### src/rtl/regfile_sb.sv
// Two-read/one-write register file with write-through bypass and a pending-write
// scoreboard that the controller uses to stall on read-after-write hazards.
module regfile_sb #(
    parameter int DW      = 8,
    parameter int NREG    = 4,
    parameter int AW      = 2,
    parameter bit ZERO_R0 = 1'b0
) (
    input  logic          clk,
    input  logic          rst,
    input  logic [AW-1:0] ra,
    input  logic [AW-1:0] rb,
    output logic [DW-1:0] reg_data1,
    output logic [DW-1:0] reg_data2,
    input  logic          reg_en,
    input  logic [AW-1:0] wb,
    input  logic [DW-1:0] data,
    input  logic          iss_en,
    input  logic [AW-1:0] iss_addr,
    output logic          busy_a,
    output logic          busy_b,
    output logic [AW:0]   pend_cnt,
    output logic          wb_err
);

    logic [DW-1:0]   r_mem [NREG];
    logic [NREG-1:0] r_busy;
    logic [AW:0]     r_pend_cnt;
    logic            r_wb_err;

    logic [NREG-1:0] w_busy_nxt;
    logic [AW:0]     w_busy_pop;
    logic            w_wr_live;
    logic            w_byp_a;
    logic            w_byp_b;

    // A write aimed at a hardwired-zero R0 is dropped entirely, including its error check.
    assign w_wr_live = reg_en && !(ZERO_R0 && (wb == '0));

    // Issue beats writeback so a new producer keeps the register pending.
    always_comb begin
        w_busy_nxt = r_busy;
        w_busy_pop = '0;
        for (int i = 0; i < NREG; i++) begin
            if (iss_en && (iss_addr == AW'(i)) && !(ZERO_R0 && (i == 0))) begin
                w_busy_nxt[i] = 1'b1;
            end else if (reg_en && (wb == AW'(i))) begin
                w_busy_nxt[i] = 1'b0;
            end
            w_busy_pop = w_busy_pop + (AW+1)'(w_busy_nxt[i]);
        end
    end

    always_ff @(posedge clk) begin
        if (rst) begin
            for (int i = 0; i < NREG; i++) begin
                r_mem[i] <= '0;
            end
            r_busy     <= '0;
            r_pend_cnt <= '0;
            r_wb_err   <= 1'b0;
        end else begin
            if (w_wr_live) begin
                r_mem[wb] <= data;
            end
            if (w_wr_live && !r_busy[wb]) begin
                r_wb_err <= 1'b1;
            end
            r_busy     <= w_busy_nxt;
            r_pend_cnt <= w_busy_pop;
        end
    end

    // Bypass is suppressed during reset so reads show the stored contents.
    assign w_byp_a = reg_en && !rst && (wb == ra);
    assign w_byp_b = reg_en && !rst && (wb == rb);

    assign reg_data1 = (ZERO_R0 && (ra == '0)) ? '0 : (w_byp_a ? data : r_mem[ra]);
    assign reg_data2 = (ZERO_R0 && (rb == '0)) ? '0 : (w_byp_b ? data : r_mem[rb]);

    assign busy_a   = r_busy[ra] && !(reg_en && (wb == ra));
    assign busy_b   = r_busy[rb] && !(reg_en && (wb == rb));
    assign pend_cnt = r_pend_cnt;
    assign wb_err   = r_wb_err;

endmodule

### config.mk
export PLATFORM = sky130hd
export DESIGN_NAME = regfile_sb
export DESIGN_NICKNAME = d
export VERILOG_FILES = /design/src/rtl/regfile_sb.sv
export SDC_FILE = /design/constraint.sdc
export NUM_CORES = 1
export LEC_CHECK = 0
export ABC_AREA = 0
export BUFFER_PORTS_ARGS = -buffer_cell sky130_fd_sc_hd__buf_2
export CAP_MARGIN = 10
export CORE_UTILIZATION = 35
export DETAILED_ROUTE_END_ITERATION = 7
export SLEW_MARGIN = 20
export SYNTH_ARGS = -nofsm -noshare
export SYNTH_HDL_FRONTEND = slang
export SYNTH_SLANG_ARGS = --single-unit
export TNS_END_PERCENT = 100
### constraint.sdc
create_clock -name clk -period 2.7 [get_ports clk]
set_input_delay 0.27 -clock clk [delete_from_list [all_inputs] [get_ports clk]]
set_output_delay 0.27 -clock clk [all_outputs]
set_load 0.02 [all_outputs]
==> results of run 1 <==
==> cell families after synthesis <==
kind of cell | Yosys count
XOR/XNOR | 4
AO/OA/AOI/OAI | 7
flip-flops | 40
adder cells (fa/ha/maj) | 3
AND/OR/NAND/NOR | 56
buffers and inverters | 25
multiplexers | 35
==> cells in the mapped netlist <==
cell,instances
sky130_fd_sc_hd__a21o_1,1
sky130_fd_sc_hd__a2bb2oi_1,2
sky130_fd_sc_hd__a31oi_1,2
sky130_fd_sc_hd__a32o_1,1
sky130_fd_sc_hd__and2b_2,1
sky130_fd_sc_hd__buf_1,1
sky130_fd_sc_hd__buf_2,3
sky130_fd_sc_hd__buf_4,1
sky130_fd_sc_hd__buf_6,3
sky130_fd_sc_hd__clkbuf_1,3
sky130_fd_sc_hd__dfxtp_1,8
sky130_fd_sc_hd__edfxtp_1,32
sky130_fd_sc_hd__fa_1,1
sky130_fd_sc_hd__ha_1,2
sky130_fd_sc_hd__inv_1,14
sky130_fd_sc_hd__mux2_2,8
sky130_fd_sc_hd__mux2_4,8
sky130_fd_sc_hd__mux4_2,19
sky130_fd_sc_hd__nand2_1,10
sky130_fd_sc_hd__nand2b_1,6
sky130_fd_sc_hd__nand3_1,1
sky130_fd_sc_hd__nand3_2,1
sky130_fd_sc_hd__nand3_4,1
sky130_fd_sc_hd__nand3b_1,2
sky130_fd_sc_hd__nor2_1,26
sky130_fd_sc_hd__nor2b_1,5
sky130_fd_sc_hd__nor3b_1,1
sky130_fd_sc_hd__o22ai_1,1
sky130_fd_sc_hd__or2_2,1
sky130_fd_sc_hd__or3b_1,1
sky130_fd_sc_hd__xnor2_2,4
==> metrics by stage <==
step                cells  util, %  hold slack [ps]
detailed placement    277     40.1              476
global route          285     41.9              299
finish                285     41.9              293
global placement      277     40.1              466
floorplan             170        -              342
CTS                   285     41.9              281
==> layout by cell type (no fill, tap or decap), drive strengths merged, types with 2 or more instances in the layout <==
| master | netlist | final |
|---|---|---|
| a2bb2oi | 2 | 2 |
| xnor2 | 4 | 4 |
| ha | 2 | 2 |
| nor2b | 5 | 5 |
| mux4 | 19 | 19 |
| nand2b | 6 | 6 |
| nand3 | 3 | 3 |
| edfxtp | 32 | 32 |
| nand3b | 2 | 2 |
| nor2 | 26 | 26 |
| a31oi | 2 | 2 |
| nand2 | 10 | 10 |
| inv | 14 | 15 |
| dfxtp | 8 | 8 |
| buf | 8 | 41 |
| clkbuf | 3 | 5 |
| mux2 | 16 | 16 |
==> critical path, stage by stage <==
cell and delay [ps]:
sky130_fd_sc_hd__buf_2 180, sky130_fd_sc_hd__and2b_2 420, sky130_fd_sc_hd__nand3_2 330, sky130_fd_sc_hd__mux2_2 390, sky130_fd_sc_hd__buf_2 160
==> cell type report <==
class                   instances  area [µm²]  area share, %
clock inverters                 3        46.3           1.73
flip-flops and latches         40        1120           41.9
well taps                      77        96.3           3.60
multi-input cells             105        1080           40.6
clock buffers                   5        68.8           2.57
inverters                      14        52.6           1.96
repair buffers                 41         205           7.67
==> flip-flops by register name (all words and copies together), names as in the netlist <==
name and flops:
r_busy 4, pend_cnt 3, r_mem 32, wb_err 1
==> how the worst min path moves through the flow <==
| stage | slack, ps | to | from | depth (start not counted) |
|---|---|---|---|---|
| 2_1_floorplan | 340 | pend_cnt[2]$_SDFF_PP0_ | rst | 1 |
| 4_1_cts | 280 | r_busy[1]$_SDFF_PP0_ | rst | 2 |
| 5_1_grt | 300 | r_busy[1]$_SDFF_PP0_ | rst | 2 |
| 6_report | 290 | r_busy[2]$_SDFF_PP0_ | rst | 2 |
| 3_3_place_gp | 470 | wb_err$_SDFFE_PP0P_ | wb_err$_SDFFE_PP0P_ | 2 |
| 3_5_place_dp | 480 | wb_err$_SDFFE_PP0P_ | wb_err$_SDFFE_PP0P_ | 2 |
==> power by group <==
group | total, mW | internal [mW] | leakage [nW] | switching (mW)
sequential | 0.735 | 0.714 | 0.381 | 0.0210
clock | 0.505 | 0.278 | 0.0548 | 0.227
combinational | 0.327 | 0.154 | 0.688 | 0.173
total | 1.57 | 1.15 | 1.12 | 0.421
==> metal layers <==
metal	routed length [µm]	track usage [%]	share of wire, %	vias up
li1	-	-	-	691
met1	2140	18.3	44	714
met2	2480	26.4	51	32
met3	199	3.36	4.1	7
met4	74	5.08	1.5	0
met5	0	0	0	-
==> flow_summary.json, run 1 <==
{
  "outcome": "completed",
  "critical_path_fanouts_max": 13,
  "postCtsHoldBufs": 0,
  "post_synth.cell_area_avg_um2": 13.7,
  "synth_fa_ha_area_share_pct": 1.93,
  "cts_root_buf": "sky130_fd_sc_hd__clkbuf_8",
  "mappedNetlistNets": 193,
  "cts.path.max_buffers": 2,
  "worst-endpoint-required_ps": 2430,
  "worst_hold_check_path_type": "in2reg",
  "floorplan.initialDensity_pct": 36.5,
  "final.setup_skew_ps": 1.21,
  "start_kind": "primary input",
  "fp.coreArea_mm2": 0.00639,
  "detail_route.vias_per_cell": 5.07,
  "cts_resized": 0,
  "drtPass1Iterations": 4,
  "worst_pin_slew_ps": 510,
  "detail-route-antenna-nets": 0,
  "die-height_um": 83.6,
  "overflow_left_after_global_routing": 0,
  "timing_max_transition_violations_final": 0,
  "yosysTopAreaCell": "sky130_fd_sc_hd__edfxtp_1",
  "floorplan.die_area_mm2": 0.00699,
  "setup.worst_path.start": "rst",
  "critPathArrivalTime_ps": 1750,
  "synth.mux.area_fraction_pct": 27.4,
  "design_power_total_mw": 1.57,
  "grt_first_pass_wirelength_mm": 7.72,
  "synth_cell_type_count": 31,
  "detail_route.wl_per_cell_um": 17.2,
  "rsz0062_at_grt": "no",
  "detailed_place.area_mm2": 0.00256,
  "drt-total-wl_mm": 4.89,
  "synth-seq-cells": 40,
  "nets": 230,
  "cts.sinks": 40,
  "layout.filler_cells": 622,
  "ys_top_cells_by_area": "sky130_fd_sc_hd__edfxtp_1, sky130_fd_sc_hd__mux4_2, sky130_fd_sc_hd__dfxtp_1, sky130_fd_sc_hd__mux2_4, sky130_fd_sc_hd__nor2_1",
  "hold_viol": 0,
  "r2r_slack_ps": 960,
  "place.port_buffers": 41,
  "preCtsSetupSlack_ps": 434,
  "cts_htree_levels": 2,
  "slew_headroom_pct": 66.0,
  "yosysWarningCount": 0,
  "fmaxAchievable_mhz": 495,
  "synth_xor_area_share_pct": 2.79,
  "cts.clk_slew.worst_paths_ps": 80,
  "sort_of_element_at_the_end_of_the_critical_path": "output pin",
  "ir_worst_vdd_uv": 236,
  "area_delta_synth_final_pct": 14.8,
  "detailroute.via_count": 1444,
  "main_combinational_cell_family_by_area_after_synthesis": "multiplexers",
  "setup_viol": 0,
  "final.period_utilization_pct": 74.8,
  "synth-compound-area-share_pct": 2.31,
  "tritoncts_clock_tree": "built",
  "grtUsageTotal_pct": 15.1,
  "synth_area_mm2": 0.00233,
  "inserted_diodes": 0,
  "portion_of_the_post_synthesis_area_used_by_sequential_elements_pct": 48.1,
  "synth_simple_gate_area_share_pct": 12.1,
  "post-synth-top-area-fraction_pct": 41.2,
  "post_cts.repair.setup_buffers": 0,
  "place_congestion": 0.770,
  "power_per_cell_area_mw_per_mm2": 586,
  "detailed_place_hpwl_mm": 3.34,
  "die-width_um": 83.6,
  "worst-setup-path-type": "in2out",
  "grt_antenna_before_repair": 0,
  "pin_count": 42,
  "rr_startpoint": "r_busy[1]$_SDFF_PP0_",
  "grt_start_max_net_pins": 15,
  "final_cell_area_excluding_filler_cells_mm2": 0.00268,
  "first_global_vias": 1476,
  "share_of_post_route_cells_with_drive_strength_above_1_pct": 44.2,
  "timing.critical_path.to": "reg_data1[6]",
  "post-route-min-period_ps": 2020,
  "number_of_rows_created_at_floorplan": 29,
  "static-leakage-power_nw": 1.12,
  "r2r-end": "pend_cnt[1]$_SDFF_PP0_",
  "syn-instance-count": 170,
  "numCtsBuffers": 5,
  "worst-r2r-cell-count": 6,
  "postLayoutSetupSlackWorst_ps": 679,
  "finalSetupTns_ps": 0,
  "drt_drc_violations_left": 0,
  "clk_latency_ps": 300,
  "drtIter0Drc": 52,
  "timing.max_cap.violations": 0
}
Power figures use the tool's default switching activity.
==> run 2, diff against run 1 <==
==> constraint.sdc (replaced) <==
create_clock -name clk -period 1.72 [get_ports clk]
set_input_delay 0.172 -clock clk [delete_from_list [all_inputs] [get_ports clk]]
set_output_delay 0.172 -clock clk [all_outputs]
set_load 0.02 [all_outputs]
==> run 2 against run 1 <==
Against the previous run: hold slack worse by 53 ps; first-iteration DRC count up 65%; setup slack worse by 710 ps; largest power group unchanged; register-to-register slack lost 930 ps; critical path type is now reg2out; die area is the same; the flow now finishes with violations (negative setup slack); routed wire length up 4.8%; non-clock buffer count grew 21.
==> flow_summary.json, run 2 (synthesis results as in run 1) <==
{
  "post-route-min-period_ps": 1750,
  "violations": "negative setup slack",
  "power_per_cell_area_mw_per_mm2": 852,
  "r2r_slack_ps": 30,
  "worst-endpoint-required_ps": 1550,
  "hold_viol": 0,
  "critical_path_fanouts_max": 2,
  "first_global_vias": 1627,
  "grt_first_pass_wirelength_mm": 8.34,
  "grtUsageTotal_pct": 16.1,
  "fin_util_pct": 47.5,
  "setup.worst_path.start": "r_mem[3][7]$_DFFE_PP_",
  "floorplan.die_area_mm2": 0.00699,
  "inserted_diodes": 0,
  "cts.clk_slew.worst_paths_ps": 80,
  "max_flop_register": "r_mem",
  "detail_route.vias_per_cell": 5.03,
  "worst_hold_check_path_type": "in2reg",
  "detailroute.via_count": 1540,
  "share_of_post_route_cells_with_drive_strength_above_1_pct": 52.0,
  "critPathArrivalTime_ps": 1580,
  "cts.path.max_buffers": 2,
  "cts_htree_levels": 2,
  "grt_start_max_net_pins": 14,
  "place.port_buffers": 41,
  "drtPass1Iterations": 4,
  "grt_antenna_before_repair": 0,
  "clk_latency_ps": 290,
  "timing.hold.ws_ps": 240,
  "post_cts.repair.setup_buffers": 0,
  "postLayoutSetupSlackWorst_ps": -29.9,
  "static-leakage-power_nw": 1.29,
  "sequential_share_of_power_pct": 44.6,
  "die-height_um": 83.6,
  "final_common_cell": "sky130_fd_sc_hd__edfxtp_1",
  "start_kind": "register",
  "internal-power_mw": 1.91,
  "cts_root_buf": "sky130_fd_sc_hd__clkbuf_8",
  "timing_max_transition_violations_final": 0,
  "final_cell_mix": "sky130_fd_sc_hd__edfxtp_1, sky130_fd_sc_hd__nor2_1, sky130_fd_sc_hd__buf_2",
  "outcome": "finished, violations left",
  "final.setup_skew_ps": 0.596,
  "postCtsHoldBufs": 0,
  "fmaxAchievable_mhz": 571,
  "comb_power_share_pct": 25.8,
  "detail_route.wl_per_cell_um": 16.7,
  "place_congestion": 0.771,
  "overflow_left_after_global_routing": 0,
  "hold-path-cell-count": 3,
  "design_power_total_mw": 2.58,
  "switching_power_as_a_share_of_total_power_pct": 26.0,
  "worst_pin_slew_ps": 540,
  "layout.filler_cells": 586,
  "timing.max_cap.violations": 0,
  "r2r-end": "pend_cnt[1]$_SDFF_PP0_",
  "nets": 251,
  "cts.sinks": 40,
  "drtIter0Drc": 86,
  "slew_headroom_pct": 64.0,
  "p_clk_share_pct": 29.6,
  "number_of_rows_created_at_floorplan": 29,
  "final.period_utilization_pct": 102,
  "timing.critical_path.to": "reg_data1[7]",
  "sort_of_element_at_the_end_of_the_critical_path": "output pin",
  "numCtsBuffers": 5,
  "number_of_flip_flops_under_the_largest_register_name": 32,
  "worst-setup-path-type": "reg2out",
  "floorplan.initialDensity_pct": 36.5,
  "tritoncts_clock_tree": "built",
  "worst-r2r-cell-count": 5,
  "detail-route-antenna-nets": 0,
  "rsz0062_at_grt": "yes",
  "die-width_um": 83.6,
  "detailed_place_hpwl_mm": 3.75,
  "power.switching_uw": 670,
  "pin_count": 42,
  "fp.coreArea_mm2": 0.00639,
  "area_delta_synth_final_pct": 30.1,
  "rr_startpoint": "r_busy[0]$_SDFF_PP0_",
  "finalSetupTns_ps": -205,
  "drt_drc_violations_left": 0,
  "drt-total-wl_mm": 5.12,
  "setup_viol": 14,
  "ir_worst_vdd_uv": 432
}
==> run 2: final cells by class <==
class / count / area (µm²) / area share, %
clock buffers: 5 / 68.8 / 2.27
clock inverters: 3 / 42.5 / 1.40
inverters: 14 / 52.6 / 1.73
multi-input cells: 105 / 1130 / 37.4
flip-flops and latches: 40 / 1120 / 37.0
well taps: 77 / 96.3 / 3.18
repair buffers: 62 / 513 / 16.9
==> run 2: power by group through the flow <==
stage          sequential (mW)  combinational [mW]  clock, mW
2_1_floorplan             1.17               0.384          0
3_3_place_gp              1.17               0.569          0
3_5_place_dp              1.17               0.571          0
4_1_cts                   1.15               0.659      0.778
5_1_grt                   1.16               0.711      0.813
6_report                  1.15               0.665      0.765
==> run 2: repair_timing <==
| item | in CTS | in global routing |
|---|---|---|
| endpoints found under the hold margin | 0 | 0 |
| setup endpoints to repair | 17 | 17 |
| resized for setup | 36 | 9 |
| pin swaps | 0 | 6 |
==> run 2: how the worst min path moves through the flow <==
stage | start | endpoint | slack, ps
after global placement | wb_err$_SDFFE_PP0P_ | wb_err$_SDFFE_PP0P_ | 460
after detailed placement | wb_err$_SDFFE_PP0P_ | wb_err$_SDFFE_PP0P_ | 460
after CTS | data[4] | r_mem[3][4]$_DFFE_PP_ | 230
final | rst | r_busy[1]$_SDFF_PP0_ | 240
after floorplan | rst | pend_cnt[2]$_SDFF_PP0_ | 240
after global routing | rst | pend_cnt[1]$_SDFF_PP0_ | 260
==> run 2: worst max-delay path, cell delays in order (launching register included) <==
cell,delay [ps]
sky130_fd_sc_hd__edfxtp_1,400
sky130_fd_sc_hd__mux4_2,480
sky130_fd_sc_hd__mux2_4,270
sky130_fd_sc_hd__buf_6,130
==> run 2: metrics by stage <==
step                cells  worst slack (ps)  area [µm²]
finish                306             -29.9        3030
global route          306             -73.8        3030
CTS                   306             -46.0        2990
detailed placement    298              -275        2760
global placement      298              -267        2760
floorplan             170              -220        2350
==> run 2: layer usage <==
metal	GRT usage (%)	share of wire, %	vias to the layer above
met5	0	0	-
met4	5.86	1.5	0
met3	3.76	3.2	10
met2	28.5	54	39
met1	19.0	41	759
li1	-	-	732
